File: src/rtl/defs_pkg.sv
`default_nettype none
// ----------------------------------------------------------------------------
// defs_pkg : shared fetch FSM state type and reset-PC default
// Rev 1.0
// ----------------------------------------------------------------------------
package defs_pkg;

  typedef enum logic [1:0] {
    S_IDLE = 2'd0,
    S_REQ  = 2'd1,
    S_WAIT = 2'd2,
    S_DONE = 2'd3
  } fetch_state_t;

  localparam logic [15:0] DEFAULT_RESET_PC = 16'h0000;

endpackage
`default_nettype wire

File: src/rtl/fetch_pc_reg.sv
`default_nettype none
// ----------------------------------------------------------------------------
// fetch_pc_reg : PC register, +1 incrementer and redirect/pending-target select
// Rev 1.0
// ----------------------------------------------------------------------------
module fetch_pc_reg
  import defs_pkg::*;
#(
  parameter int                    ADDR_WIDTH = 16,
  parameter logic [ADDR_WIDTH-1:0] RESET_PC   = ADDR_WIDTH'(DEFAULT_RESET_PC)
) (
  input  logic                  clk,
  input  logic                  resetn,
  input  logic                  idle_i,
  input  logic                  capture_i,
  input  logic                  complete_i,
  input  logic                  abort_i,
  input  logic                  redirect_valid_i,
  input  logic [ADDR_WIDTH-1:0] redirect_target_i,
  output logic [ADDR_WIDTH-1:0] pc_o,
  output logic [ADDR_WIDTH-1:0] pc_plus1_o
);

  logic [ADDR_WIDTH-1:0] pc_q, pc_d;
  logic [ADDR_WIDTH-1:0] pend_tgt_q, pend_tgt_d;
  logic                  pend_q, pend_d;
  logic [ADDR_WIDTH-1:0] pc_inc;
  logic [ADDR_WIDTH-1:0] resolved_tgt;

  assign pc_inc       = pc_q + ADDR_WIDTH'(1);
  // A redirect arriving on the closing cycle is newer than any pending one.
  assign resolved_tgt = redirect_valid_i ? redirect_target_i : pend_tgt_q;

  always_comb begin
    pc_d       = pc_q;
    pend_d     = pend_q;
    pend_tgt_d = pend_tgt_q;
    if (complete_i || abort_i) begin
      pend_d = 1'b0;
      if (redirect_valid_i || pend_q) begin
        pc_d = resolved_tgt;
      end else if (complete_i) begin
        pc_d = pc_inc;
      end
    end else if (idle_i && redirect_valid_i) begin
      pc_d = redirect_target_i;
    end else if (capture_i && redirect_valid_i) begin
      pend_d     = 1'b1;
      pend_tgt_d = redirect_target_i;
    end
  end

  always_ff @(posedge clk) begin
    if (!resetn) begin
      pc_q       <= RESET_PC;
      pend_q     <= 1'b0;
      pend_tgt_q <= '0;
    end else begin
      pc_q       <= pc_d;
      pend_q     <= pend_d;
      pend_tgt_q <= pend_tgt_d;
    end
  end

  assign pc_o       = pc_q;
  assign pc_plus1_o = pc_inc;

endmodule
`default_nettype wire

File: src/rtl/instr_fetch_unit.sv
`default_nettype none
// ----------------------------------------------------------------------------
// instr_fetch_unit : fetch FSM, IR and imem handshake; optional watchdog
//                    enabled by defining FETCH_TIMEOUT_EN
// Rev 1.0
// ----------------------------------------------------------------------------
module instr_fetch_unit
  import defs_pkg::*;
#(
  parameter int                    INSTRUCTION_WIDTH = 16,
  parameter int                    ADDR_WIDTH        = 16,
  parameter logic [ADDR_WIDTH-1:0] RESET_PC          = ADDR_WIDTH'(DEFAULT_RESET_PC),
  parameter int                    TIMEOUT_CYCLES    = 255
) (
  input  logic                         clk,
  input  logic                         resetn,
  input  logic                         fetch_start,
  input  logic                         redirect_valid,
  input  logic [ADDR_WIDTH-1:0]        redirect_target,
  output logic                         imem_req,
  output logic [ADDR_WIDTH-1:0]        imem_addr,
  input  logic                         imem_ready,
  input  logic                         imem_rvalid,
  input  logic [INSTRUCTION_WIDTH-1:0] imem_rdata,
  output logic [INSTRUCTION_WIDTH-1:0] instr,
  output logic                         instr_valid,
  output logic [ADDR_WIDTH-1:0]        pc,
  output logic [ADDR_WIDTH-1:0]        pc_plus1,
  output logic                         busy,
  output logic                         fetch_fault
);

  fetch_state_t                 state_q;
  logic [INSTRUCTION_WIDTH-1:0] instr_q;
  logic                         instr_valid_q;
  logic                         imem_req_q;
  logic                         busy_w;
  logic                         timeout_w;

  assign busy_w = (state_q == S_REQ) || (state_q == S_WAIT);

  always_ff @(posedge clk) begin
    if (!resetn) begin
      state_q       <= S_IDLE;
      instr_q       <= '0;
      instr_valid_q <= 1'b0;
      imem_req_q    <= 1'b0;
    end else begin
      instr_valid_q <= 1'b0;
      case (state_q)
        S_IDLE: begin
          if (fetch_start) begin
            state_q    <= S_REQ;
            imem_req_q <= 1'b1;
          end
        end
        S_REQ: begin
          if (timeout_w) begin
            state_q    <= S_IDLE;
            imem_req_q <= 1'b0;
          end else if (imem_ready) begin
            state_q    <= S_WAIT;
            imem_req_q <= 1'b0;
          end
        end
        S_WAIT: begin
          if (timeout_w) begin
            state_q <= S_IDLE;
          end else if (imem_rvalid) begin
            instr_q       <= imem_rdata;
            instr_valid_q <= 1'b1;
            state_q       <= S_DONE;
          end
        end
        S_DONE: begin
          state_q <= S_IDLE;
        end
        default: begin
          state_q <= S_IDLE;
        end
      endcase
    end
  end

  fetch_pc_reg #(
    .ADDR_WIDTH (ADDR_WIDTH),
    .RESET_PC   (RESET_PC)
  ) u_pc_reg (
    .clk               (clk),
    .resetn            (resetn),
    .idle_i            (state_q == S_IDLE),
    .capture_i         (state_q != S_IDLE),
    .complete_i        (state_q == S_DONE),
    .abort_i           (timeout_w),
    .redirect_valid_i  (redirect_valid),
    .redirect_target_i (redirect_target),
    .pc_o              (pc),
    .pc_plus1_o        (pc_plus1)
  );

`ifdef FETCH_TIMEOUT_EN
  localparam int CNT_W = $clog2(TIMEOUT_CYCLES + 1);

  logic [CNT_W-1:0] wd_cnt_q;
  logic             fault_q;

  // Fires on the TIMEOUT_CYCLES-th cycle spent in S_REQ/S_WAIT.
  assign timeout_w = busy_w && (wd_cnt_q == CNT_W'(TIMEOUT_CYCLES - 1));

  always_ff @(posedge clk) begin
    if (!resetn) begin
      wd_cnt_q <= '0;
      fault_q  <= 1'b0;
    end else begin
      if ((state_q == S_IDLE) && fetch_start) begin
        wd_cnt_q <= '0;
      end else if (busy_w) begin
        wd_cnt_q <= wd_cnt_q + CNT_W'(1);
      end
      if (timeout_w) begin
        fault_q <= 1'b1;
      end
    end
  end

  assign fetch_fault = fault_q;
`else
  logic unused_timeout_cfg;
  assign unused_timeout_cfg = (TIMEOUT_CYCLES != 0);
  assign timeout_w          = 1'b0;
  assign fetch_fault        = 1'b0;
`endif

  assign imem_req    = imem_req_q;
  assign imem_addr   = pc;
  assign instr       = instr_q;
  assign instr_valid = instr_valid_q;
  assign busy        = busy_w;

endmodule
`default_nettype wire

File: config.mk
export PLATFORM = sky130hd
export DESIGN_NAME = instr_fetch_unit
export DESIGN_NICKNAME = d
export VERILOG_FILES = /design/src/rtl/defs_pkg.sv /design/src/rtl/fetch_pc_reg.sv /design/src/rtl/instr_fetch_unit.sv
export SDC_FILE = /design/constraint.sdc
export NUM_CORES = 1
export LEC_CHECK = 0
export CORE_MARGIN = 2
export CORE_UTILIZATION = 33
export DETAILED_ROUTE_END_ITERATION = 10
export DONT_BUFFER_PORTS = 1
export PLACE_DENSITY_LB_ADDON = 0.08
export SLEW_MARGIN = 5
export SYNTH_ARGS = -nofsm -noshare
export SYNTH_HDL_FRONTEND = slang
export SYNTH_SLANG_ARGS = --single-unit
export TNS_END_PERCENT = 1
File: constraint.sdc
create_clock -name clk -period 4.16 [get_ports clk]
set_input_delay 0.416 -clock clk [delete_from_list [all_inputs] [get_ports clk]]
set_output_delay 0.416 -clock clk [all_outputs]
set_load 0.005 [all_outputs]
# Word-level counts from Yosys, hierarchy flattened
# Index checks and enable logic that the tools add are counted.
[totals]
reg_bits = 53
in_bits = 38
output_inout_bits = 68
elab_cells = 44
[op_classes]
n_addsub = 1
n_eq_ne = 6
n_mux = 12
n_bitwise = 3
reduce_logical = 15
[ops]
columns = ["operator", "n"]
rows = [
  ["two-way mux 16 bit", 4],
  ["adder 16 x 1 -> 16 bit, second input constant", 1],
  ["AND reduction 3 bit", 3],
  ["case mux 2 bit (4 select lines)", 1],
  ["two-way mux 2 bit", 3],
  ["!= test 2 bit, second input constant", 3],
  ["AND reduction 2 bit", 3],
  ["nonzero test 2 bit", 3],
  ["equality test 2 bit, second input constant", 2],
  ["two-way mux 1 bit", 3],
  ["inverter 1 bit", 3],
  ["equality test 2 x 1 -> 1 bit, second input constant", 1],
  ["logical AND 1 bit", 2],
  ["logical NOT 2 bit", 1],
  ["logical OR 1 bit", 2],
  ["case mux 1 bit (2 select lines)", 1],
  ["OR reduction 2 bit", 1],
]

# Logic depth before layout (Yosys ltp)
[logic_depth]
word_depth = 4
ltp_mapped = 9
mapped_depth_nobuf = 6

# Cells and area by module
# Synthesis repeated with hierarchy kept, for this count alone.
[hier_totals]
cells_unflattened = 362
area_unflattened_um2 = 3067.9
[by_module_without_submodules]
columns = ["module", "instances", "cells_per_inst", "area_per_inst_um2", "seq_area_each_um2"]
rows = [
  ["fetch_pc_reg", 1, 248, 2084.5, 660.6],
  ["instr_fetch_unit", 1, 114, 983.4, 400.4],
]

# Least setup slack after synthesis
# No wires, ideal clock.
[synth_path]
path_type = "register -> register"
start = "register state_q[0]"
end = "register u_pc_reg.pc_q[10], in the netlist u_pc_reg.pc_o[10]"
setup_time_ns = 0.115
arrival_time_ns = 1.643
t_required_ns = 4.045
slack_ns = 2.402
stages_incl_launch_ff = 8
n_path_buf = 1
synth_period_minus_slack_ns = 1.758
path_cell_list = "dfxtp_1 -> inv_1 -> ha_1 -> buf_2 -> nand2_1 -> mux2_2 -> o221a_2 -> o21a_1"
[synth_between]
elab_chain_len = 3
elab_cells_between_ends = 5
classes_between = "eq/ne (1); mux (1); reduce/logical (3)"
[synth_rtl]
columns = ["element", "line", "source"]
rows = [
  ["from (decl)", "instr_fetch_unit.sv:33", "fetch_state_t state_q;"],
  ["from (signal assigned)", "instr_fetch_unit.sv:44", "state_q <= S_IDLE;"],
  ["from (signal assigned)", "instr_fetch_unit.sv:53", "state_q <= S_REQ;"],
  ["from (signal assigned)", "instr_fetch_unit.sv:59", "state_q <= S_IDLE;"],
  ["logical NOT 2 bit", "instr_fetch_unit.sv:91", ".idle_i (state_q == S_IDLE),"],
  ["logical AND 1 bit", "fetch_pc_reg.sv:45", "end else if (idle_i && redirect_valid_i) begin"],
  ["nonzero test 2 bit (no line)", "--", ""],
  ["to (signal assigned)", "fetch_pc_reg.sv:59", "pc_q <= pc_d;"],
  ["to (decl)", "fetch_pc_reg.sv:24", "logic [ADDR_WIDTH-1:0] pc_q, pc_d;"],
]
# Parallel ways exist; a longest one is shown, timed or not.
# A chain may end at the register's enable or synchronous reset.

# Final worst setup path
[layout_path]
start = "register u_pc_reg.pc_q[1], in the netlist u_pc_reg.pc_o[1]"
end = "output port pc_plus1[15]"
[layout_between]
elab_chain_len = 1
[layout_rtl]
columns = ["element", "line", "source"]
rows = [
  ["adder 16 x 1 -> 16 bit", "fetch_pc_reg.sv:30", "assign pc_inc = pc_q + ADDR_WIDTH'(1);"],
  ["to (decl)", "instr_fetch_unit.sv:28", "output logic [ADDR_WIDTH-1:0] pc_plus1,"],
]
# Every way passes these cells.

==> flow_summary.toml <==
[final_layout]
layout.nets = 390
regArea_um2 = 1060
fillers = 974
stdcell_count = 459
num_antenna_cells = 0
drive_gt1_share_pct = 7.47
area_growth_pct = 0.246
multiInputGateArea_um2 = 1690

[die]
floorplan.rows = 35
die-area_um2 = 10000
start_util_pct = 33.4
ios = 106
core-area_um2 = 9110
dieHeight_um = 100
die_x_um = 100

[placement]
port-buffer-count = 0
routabilityCongestion = 0.721
dpl.hpwl_mm = 5.39
placed_cells = 451

[status]
status = "complete, no violations"

[setup_path]
r2r_cells = 6
rrSetupSlack_ps = 1730
arrival_ps = 2030
startpoint_type = "register"
r2r_start = "state_q[0]"
rr_endpoint = "u_pc_reg.pc_o[10]"
cp-end-kind = "primary output"
crit_type = "reg2out"
worstPathRequired_ps = 3740
critPathSlowestCell = "nor4_1"
slowest_delay_ps = 610
crit_chain = "nand4_2 > nor4_1 > xor2_1"
crit_path_max_fanout = 7

[sta]
clock.fmax_mhz = 409
finalSetupViolCount = 0
fin_crit_ps = 2440
relSlewSlack_pct = 27.8
period_share_pct = 58.7
finalHoldViolations = 0
clock_skew_ps = 11.5
whs_ps = 237
rsz0062_at_grt = "no"
tns_ps = 0
worst_pin_slew_ps = 1080
maxSlewViolCount = 0

[pwr]
power_density_nw_per_um2 = 577
peakVddDrop_mv = 0.170
p_leak_nw = 1.09

[clock_tree]
clockRootBuffer = "clkbuf_8"
cts_tree = "yes"
cts_sinks = 53
cts.clk_slew.worst_paths_ps = 100
cts_post_setup_buffers_inserted = 0
clockBufferDepth = 2
cts.htree.levels = 2
ctsHoldBuffers = 0
cts-buffers-inserted = 5
cts_resized = 0
worstSkewPairLatency_ps = 310

[hold_path]
hp-start = "redirect_target[0]"
hold_class = "in2reg"
hold_depth = 2
whs_endpoint = "u_pc_reg.pend_tgt_q[0]"

[routing]
drt-initial-drc-count = 106
ant_nets = 0
avgRoutedWirePerCell_um = 17.4
via_per_inst = 5.44
drc = 0
first_pass_iters = 4
vias = 2495
routed_wirelength_mm = 7.99

[yosys]
synth-edff-count = 0
synthArstFlopShare_pct = 0
synthFlopType = "dfxtp_1"
synth_area_um2 = 3050
synth.net_count = 423
ys_ff_latch = 53
synth_cells = 380
ys_types = 51
ys_warn_count = 0
synth_seq_area_share_pct = 34.8
synth.avg_cell_area_um2 = 8.02

[global_routing]
grt_use_total_pct = 15.9
antenna_found_initial = 0
grt_max_degree = 56
grt_pass1_wl_mm = 12.6
grt_pass1_vias = 2370
grt-ovfl-total = 0

[job]
drv_cap = 0
sequential cells by signal, indices dropped and copies added (netlist names):
name and flops:
instr 16, u_pc_reg.pc_o 16, u_pc_reg.pend_tgt_q 16, state_q 2
imem_req 1, instr_valid 1, u_pc_reg.pend_q 1
synth_stat cells (7+ instances only):
master / instances / area [um^2]
buf_4: 17 / 128
dfxtp_1: 53 / 1060
o21a_1: 7 / 52.6
and3_1: 7 / 43.8
a21boi_0: 34 / 255
nand2_1: 92 / 345
clkbuf_1: 13 / 48.8
o21ai_0: 13 / 65.1
nor2_1: 12 / 45.0
a21oi_1: 9 / 45.0
inv_1: 12 / 45.0
mux2_2: 8 / 90.1
metal layers:
layer / wire [um] / part of all wire, % / track usage [%]
met5: 0 / 0 / 0
met4: 66 / 0.83 / 3.58
met1: 3840 / 48 / 21.8
met3: 545 / 6.8 / 4.11
met2: 3540 / 44 / 25.4
cell type report:
type,instances,share of cell area (%)
Clock inverter,2,1.23
Sequential cell,53,34.7
Multi-Input combinational cell,275,55.3
Inverter,12,1.47
Tap cell,111,4.55
Clock buffer,6,2.70
per-stage QoR:
stage                     total power [mW]  cell area, um^2  setup slack, ps  util (%)
final                                 1.76             3050             1720      33.5
after global routing                  1.91             3050             1440      33.5
after CTS                             1.79             3050             1640      33.5
after detailed placement              1.41             2930             1760      32.2
after global placement                1.40             2930             1820      32.2
after floorplan                       1.33             3050             2400         -
worst max-delay path by stage:
stage                     start                      end  cells after the start
2_1_floorplan        state_q[0]        u_pc_reg.pc_o[10]                      7
3_3_place_gp         state_q[0]        u_pc_reg.pc_o[10]                      6
3_5_place_dp         state_q[0]   u_pc_reg.pend_tgt_q[7]                      4
4_1_cts        u_pc_reg.pc_o[1]             pc_plus1[15]                      3
5_1_grt              state_q[0]  u_pc_reg.pend_tgt_q[15]                      4
6_report       u_pc_reg.pc_o[1]             pc_plus1[15]                      3
cell usage in the layout, fill, tap and decap left out, drive strengths merged, types with 5 or more instances in the layout:
cell	count
clkbuf	6
a21boi	40
inv	12
dfxtp	53
and3	7
nand2	92
xor2	5
o21ai	13
nor4	5
mux2	8
a21oi	9
o21a	7
nand3	7
ha	5
a31o	5
nor2	12
nand2b	5
report_power, final:
group	total, mW	switching (mW)	internal (mW)
Combinational	0.573	0.333	0.240
Clock	0.372	0.176	0.196
Sequential	0.819	0.195	0.623
Total	1.76	0.704	1.06
cells by family (layout without fill, tap and decap cells):
| logic type | count (synthesis) | after routing | share of synthesized area (%) |
|---|---|---|---|
| xor gates and xnor gates | 9 | 9 | 2.59 |
| adders and majority gates | 5 | 5 | 2.05 |
| muxes | 12 | 12 | 4.27 |
| DFF | 53 | 53 | 34.8 |
| buffers and inverters | 52 | 20 | 9.73 |
| and+or+nand+nor | 150 | 150 | 23.6 |
| AOI/OAI and AO/OA | 98 | 98 | 22.8 |
| other | 1 | 1 | 0.123 |
critical path, delay by kind of cell, from the launching register on:
kind | cells | cell delay, ps
xor+xnor | 1 | 270
flops | 1 | 570
simple gates | 2 | 880
Note: power is estimated with default switching activity, not from simulation.
